### config.mk
export PLATFORM = sky130hd
export DESIGN_NAME = ball_control
export DESIGN_NICKNAME = d
export VERILOG_FILES = /design/src/rtl/ball_control.sv
export SDC_FILE = /design/constraint.sdc
export NUM_CORES = 1
export LEC_CHECK = 0
export BUFFER_PORTS_ARGS = -buffer_cell sky130_fd_sc_hd__buf_2
export CORE_ASPECT_RATIO = 1.5
export CORE_UTILIZATION = 30
export DETAILED_ROUTE_END_ITERATION = 8
export PLACE_DENSITY_LB_ADDON = 0.05
export REMOVE_ABC_BUFFERS = 1
export SYNTH_ARGS = -nofsm -noshare
export SYNTH_HDL_FRONTEND = slang
export SYNTH_SLANG_ARGS = --single-unit
### constraint.sdc
create_clock -name clock -period 3.28 [get_ports clock]
set_input_delay 0.656 -clock clock [delete_from_list [all_inputs] [get_ports clock]]
set_output_delay 0.656 -clock clock [all_outputs]
set_load 0.02 [all_outputs]
### src/rtl/ball_control.sv
// Ball animation sequencer: draw, wait a frame, erase, bounce check, step.
// Drives the ball datapath and the VGA pixel-plot port.
module ball_control #(
  parameter int BALL_SIZE = 2,
  parameter int X_MIN     = 0,
  parameter int X_MAX     = 159,
  parameter int Y_MIN     = 0,
  parameter int Y_MAX     = 119,
  parameter int PADDLE_Y  = 116,
  parameter int PADDLE_W  = 16,
  parameter int FRAME_DIV = 833333
) (
  input  logic       clock,
  input  logic       reset_counts,
  input  logic       go,
  input  logic [7:0] x,
  input  logic [6:0] y,
  input  logic       h_q,
  input  logic       v_q,
  input  logic [7:0] paddle_x,
  output logic       en_counters,
  output logic       h_t,
  output logic       v_t,
  output logic       sel_c,
  output logic       plot,
  output logic [7:0] px_x,
  output logic [6:0] px_y,
  output logic       game_over,
  output logic       busy
);

  typedef enum logic [2:0] {
    S_IDLE,
    S_DRAW,
    S_WAIT,
    S_ERASE,
    S_CHECK,
    S_MOVE,
    S_OVER
  } state_t;

  localparam int OW = (BALL_SIZE > 1) ? $clog2(BALL_SIZE) : 1;
  localparam int CW = $clog2(FRAME_DIV + 1);

  localparam logic [OW-1:0] OMAX = OW'(BALL_SIZE - 1);
  localparam logic [CW-1:0] CMAX = CW'(FRAME_DIV - 1);

  localparam logic [8:0] XMIN9 = 9'(X_MIN);
  localparam logic [8:0] XMAX9 = 9'(X_MAX);
  localparam logic [8:0] BSX9  = 9'(BALL_SIZE);
  localparam logic [8:0] PW9   = 9'(PADDLE_W);
  localparam logic [7:0] YMIN8 = 8'(Y_MIN);
  localparam logic [7:0] YMAX8 = 8'(Y_MAX);
  localparam logic [7:0] BSY8  = 8'(BALL_SIZE);
  localparam logic [7:0] PY8   = 8'(PADDLE_Y);

  state_t        state, state_n;
  logic [OW-1:0] ox, ox_n, oy, oy_n;
  logic [CW-1:0] cnt, cnt_n;

  logic [8:0] x9, px9, x_right;
  logic [7:0] y8, y_bot;
  logic       last_px;
  logic [OW-1:0] scan_ox, scan_oy;
  logic       hit_r, hit_l, hit_t, paddle_hit, missed;

  // Widened operands so +BALL_SIZE / +PADDLE_W never wrap
  assign x9      = {1'b0, x};
  assign px9     = {1'b0, paddle_x};
  assign y8      = {1'b0, y};
  assign x_right = x9 + BSX9 - 9'd1;
  assign y_bot   = y8 + BSY8 - 8'd1;

  assign hit_r = h_q & (x_right >= XMAX9);
  assign hit_l = ~h_q & (x9 <= XMIN9);
  assign hit_t = ~v_q & (y8 <= YMIN8);

  assign paddle_hit = v_q
    & ((y8 + BSY8) == PY8)
    & (x_right >= px9)
    & (x9 <= (px9 + PW9 - 9'd1));

  assign missed = v_q & (y_bot >= YMAX8);

  assign last_px = (ox == OMAX) && (oy == OMAX);

  always_comb begin
    scan_ox = ox + OW'(1);
    scan_oy = oy;
    if (ox == OMAX) begin
      scan_ox = '0;
      scan_oy = last_px ? '0 : oy + OW'(1);
    end
  end

  always_ff @(posedge clock or negedge reset_counts) begin
    if (!reset_counts) begin
      state <= S_IDLE;
      ox    <= '0;
      oy    <= '0;
      cnt   <= '0;
    end else begin
      state <= state_n;
      ox    <= ox_n;
      oy    <= oy_n;
      cnt   <= cnt_n;
    end
  end

  always_comb begin
    state_n     = state;
    ox_n        = ox;
    oy_n        = oy;
    cnt_n       = cnt;
    en_counters = 1'b0;
    h_t         = 1'b0;
    v_t         = 1'b0;
    sel_c       = 1'b0;
    plot        = 1'b0;
    game_over   = 1'b0;
    busy        = 1'b1;
    unique case (state)
      S_IDLE: begin
        busy = 1'b0;
        if (go) state_n = S_DRAW;
      end
      S_DRAW: begin
        sel_c = 1'b1;
        plot  = 1'b1;
        ox_n  = scan_ox;
        oy_n  = scan_oy;
        if (last_px) state_n = S_WAIT;
      end
      S_WAIT: begin
        if (cnt == CMAX) begin
          cnt_n   = '0;
          state_n = S_ERASE;
        end else begin
          cnt_n = cnt + CW'(1);
        end
      end
      S_ERASE: begin
        plot = 1'b1;
        ox_n = scan_ox;
        oy_n = scan_oy;
        if (last_px) state_n = S_CHECK;
      end
      S_CHECK: begin
        // A missed paddle ends the game without bouncing
        if (missed) begin
          state_n = S_OVER;
        end else begin
          h_t     = hit_r | hit_l;
          v_t     = hit_t | paddle_hit;
          state_n = S_MOVE;
        end
      end
      S_MOVE: begin
        en_counters = 1'b1;
        state_n     = S_DRAW;
      end
      S_OVER: begin
        busy      = 1'b0;
        game_over = 1'b1;
      end
      default: begin
        busy    = 1'b0;
        state_n = S_IDLE;
      end
    endcase
  end

  assign px_x = plot ? (x + 8'(ox)) : 8'd0;
  assign px_y = plot ? (y + 7'(oy)) : 7'd0;

endmodule
# Word-level counts from Yosys, hierarchy flattened
# Cells that the tools add are included.
# classes
add_sub_neg,11
n_lt_le_gt_ge,6
n_eq_ne,12
muxes,20
bitwise_logic,12
n_reduce_logical,6
# op_table
operator,n
3-bit case mux with 7 select lines,1
20-bit by 1-bit adder with 20-bit output (second input constant),1
20-bit == test (second input constant),1
20-bit two-way mux,1
9-bit by 1-bit subtractor with 9-bit output (second input constant),2
3-bit two-way mux,4
1-bit two-way mux,11
8-bit by 2-bit adder with 9-bit output (second input constant),1
8-bit by 5-bit adder with 9-bit output (second input constant),1
3-bit == test (second input constant),3
9-bit by 8-bit >= comparator with 1-bit output,1
9-bit by 8-bit >= comparator with 1-bit output (second input constant),1
8-bit by 9-bit less-or-equal comparator with 1-bit output,1
7-bit by 2-bit adder with 8-bit output (second input constant),1
8-bit by 1-bit adder with 8-bit output,1
8-bit by 7-bit == test with 1-bit output (second input constant),1
8-bit by 7-bit >= comparator with 1-bit output (second input constant),1
8-bit by 1-bit less-or-equal comparator with 1-bit output (second input constant),1
8-bit two-way mux,1
2-bit inequality test (second input constant),4
8-bit by 1-bit subtractor with 8-bit output (second input constant),1
7-bit by 1-bit adder with 7-bit output,1
1-bit bitwise AND,7
7-bit by 1-bit less-or-equal comparator with 1-bit output (second input constant),1
other kinds (13),18
# totals
regBits,25
output_inout_bits,22

# Logic depth before layout (Yosys ltp)
# logic_depth
depth_word,8
mapped_depth,12

# Worst setup path before layout
# No wires, ideal clock.
# synth_timing
path_type,input-to-output
from,input port x[2]
to,output port v_t
arrival_time_ns,2.803
path_slack_ns,-0.179
path_stages,12
path_buffers,2
path_cell_list,clkbuf_1 -> and3_1 -> clkbuf_1 -> nand3_1 -> xnor2_1 -> ha_1 -> a21o_1 -> a21o_1 -> a221oi_1 -> o31ai_1 -> nand3_1 -> a21oi_1
# synth_between
elab_chain_cells,8
word_cells_on_any_way,9
classes_between,add/sub (2); order compare (2); mux (2); bitwise (3)
# synth_lines
item,line_no,text
start: declaration,16,"input logic [7:0] x,"
8-bit by 2-bit adder with 9-bit output,71,assign x_right = x9 + BSX9 - 9'd1;
9-bit by 1-bit subtractor with 9-bit output,71,
9-bit by 8-bit >= comparator with 1-bit output,80,& (x_right >= px9)
1-bit bitwise AND,80,
1-bit bitwise AND *,81,& (x9 <= (px9 + PW9 - 9'd1));
1-bit OR *,154,v_t = hit_t | paddle_hit;
1-bit two-way mux *,150,if (missed) begin
1-bit two-way mux *,122,unique case (state)
end: declaration,23,"output logic v_t,"
# Mark *: on every way between the ends. The rest lies on a longest branch, timed or not.

# Worst setup path after layout
# layout_timing
from,input port x[4]
to,output port v_t
# The elaborated chain is that of the path after synthesis.

==> flow_metrics.tcl <==
set metrics [dict create \
    status "finished, final reports clean" \
    finalPower_mw 1.54 \
    final_cells 529 \
    holdWs_ns 0.385 \
    syn-cell-area_um2 2750 \
    rsz0062_at_grt "yes" \
    r2r_start "cnt[3]" \
    netlist_top_cells_count "nand2_1 (39), o21ai_0 (30), ha_1 (28), dfrtp_1 (25), nor2_1 (22)" \
    rows 42 \
    timing.final.crit_share_pct 97.2 \
    grtUsageTotal_pct 17.5 \
    worst_pin_slew_ns 0.585 \
    die_area_um2 9550 \
    critPathLaunchType "input pin" \
    grt_max_degree 26 \
    vias 2845 \
    grt_pass1_vias 2761 \
    required_ns 2.62 \
    drc 0 \
    setup_viol 0 \
    synthFlopType "dfrtp_1" \
    wl_per_cell_um 15.1 \
    cp.arrival_ns 2.53 \
    crit_path_start "x[4]" \
    cts_tree "built" \
    ys_ff_latch 25 \
    p_per_area_nw_per_um2 433 \
    dr.pass1.iters 4 \
    clkSinkCount 25 \
    cts_buffer_depth 2 \
    irDropWorstVdd_mv 0.260 \
    initial_utilization_pct 30.9 \
    gp_congestion 0.804 \
    numCtsBuffers 3 \
    synth_top_area_share_pct 22.8 \
    crit_path_max_fanout 2 \
    root_buffer "clkbuf_16" \
    yosysWarnings 0 \
    synth_edf_count 0 \
    synth_largest_area_cell "dfrtp_1" \
    avgSynthCellArea_um2 7.71 \
    dp.cells 524 \
    antenna_cells 0 \
    grt_pass1_wl_mm 13.2 \
    dp_hpwl_mm 6.25 \
    fmax_ghz 0.314 \
    wl_mm 7.98 \
    ant_nets 0 \
    synthCells 356 \
    drt_iter0_drc 68 \
    worstHoldPathType "in -> async" \
    nets 476 \
    drive_gt1_share_pct 27.9 \
    clk_pin_slew_worst_paths_ns 0.07 \
    drv_cap 0 \
    power_leakage_nw 1.58 \
    clk_latency_ns 0.26 \
    fp.dieH_um 119 \
    vias_per_cell 5.38 \
    numPortBuffers 49 \
    synth.most_common_cell "nand2_1" \
    post-route-min-period_ns 3.19 \
    endpoint_kind "primary output" \
    critPathKind "in -> out" \
    finalHoldViolCount 0 \
    h-tree-depth 1 \
    io_pins 50 \
    slew_headroom_pct 61.0 \
    ys_seq_area_share_pct 22.8 \
    antenna_found_initial 0 \
    fillers 927 \
    clock_skew_ns 0.00415 \
    slew_violations 0 \
    ys_types 50 \
    core_area_um2 8880 \
    synth_area_leaders "dfrtp_1 (23%), ha_1 (13%), xnor2_1 (5.7%)" \
    async_reset_ff_share_pct 100 \
    area_delta_synth_final_pct 29.0 \
    die_width_um 80.1 \
    grt-ovfl-total 0 \
]
[cells by family (layout without fill, tap and decap cells)]
family / count (synthesis) / after routing / synth area share (%)
AOI/OAI and AO/OA: 81 / 81 / 19.0
buffers and inverters: 42 / 105 / 6.74
xor gates and xnor gates: 32 / 32 / 10.2
DFF: 25 / 25 / 22.8
adders and majority gates: 28 / 28 / 12.8
muxes: 2 / 2 / 0.729
and+or+nand+nor: 146 / 146 / 27.8
[cell type report]
class,count,area (um^2),share of cell area [%]
multi-input cells,289,2080,58.8
flip-flops and latches,25,626,17.7
repair buffers,84,547,15.4
well taps,110,138,3.88
clock buffers,3,75.1,2.12
inverters,17,68.8,1.94
clock inverters,1,5.00,0.141
[cell usage in the layout, fill, tap and decap left out, types with 3 or more instances in the layout]
master     netlist  layout
nand4b_1         3       3
o21ai_0         30      29
nand2_1         39      39
xor2_1          14      13
nand4_1         15      15
buf_6            2       3
ha_1            28      24
buf_2           10      44
nor4_1           6       4
a211oi_2         0       3
xnor2_1         18      17
nand3_1         21      20
a31oi_1          8       8
nand2b_1         6       6
nor2_1          22      21
ha_4             0       3
clkbuf_16        0       3
and3_1           9       8
a21oi_1         10       9
buf_4            0      35
a21o_1           4       4
nor3_1           6       5
and2_1           6       6
inv_1           16      14
dfrtp_1         25      25
[metrics by stage]
| stage | utilization (%) | worst slack [ns] | cell area, um^2 | TNS, ns |
|---|---|---|---|---|
| 6_report | 39.9 | 0.0919 | 3540 | 0 |
| 5_1_grt | 39.9 | -0.0554 | 3540 | -0.0809 |
| 4_1_cts | 38.0 | 0.00485 | 3370 | 0 |
| 3_5_place_dp | 36.8 | -0.112 | 3270 | -0.112 |
| 3_3_place_gp | 36.8 | -0.119 | 3270 | -0.119 |
| 2_1_floorplan | - | 0.139 | 2630 | 0 |
[final timing paths]
| kind | endpoint | slack [ns] | cells after the start |
|---|---|---|---|
| setup / recovery | v_t | 0.09 | 12 |
| hold / removal | cnt[10] | 0.38 | 1 |
| setup reg to reg | cnt[19] | 1.14 | 6 |
| hold reg to reg | cnt[10] | 0.48 | 1 |
| max in group asynchronous | cnt[18] | 2.51 | 1 |
| min in group clock | cnt[10] | 0.48 | 1 |
[metal layers]
layer,wire [um],vias to the layer above,GRT usage (%)
met4,119,0,5.13
met5,0,-,0
met3,228,9,1.07
met2,4350,46,33.5
li1,-,1424,-
met1,3290,1366,20.0
[power breakdown]
group,switching (mW),leakage [nW],total (mW),internal [mW]
registers,0.0962,0.327,0.471,0.374
clock network,0.113,0.0409,0.277,0.165
logic,0.491,1.21,0.788,0.297
[critical path: stages]
cell and delay, ns:
buf_2 0.10, and3_4 0.18, nand3_2 0.09, xnor2_1 0.14, ha_1 0.30, a21o_1 0.18, a21o_1 0.19, a221oi_2 0.28
o31ai_2 0.10, nand3_1 0.13, a21oi_2 0.07, buf_6 0.13
[state kept, by name, summed over array words and instances (netlist names)]
name / cells
ox: 1
state: 3
cnt: 20
oy: 1
[what timing repair did]
action | 4_1_cts | 5_1_grt
setup buffers | 0 | 1
hold buffers | 0 | 0
endpoints found under the hold margin | 0 | 0
gates resized for setup | 6 | 36
pin swaps | 5 | 19
endpoints found under the setup margin | 1 | 2
No activity file was read; power rests on OpenSTA's default activity.
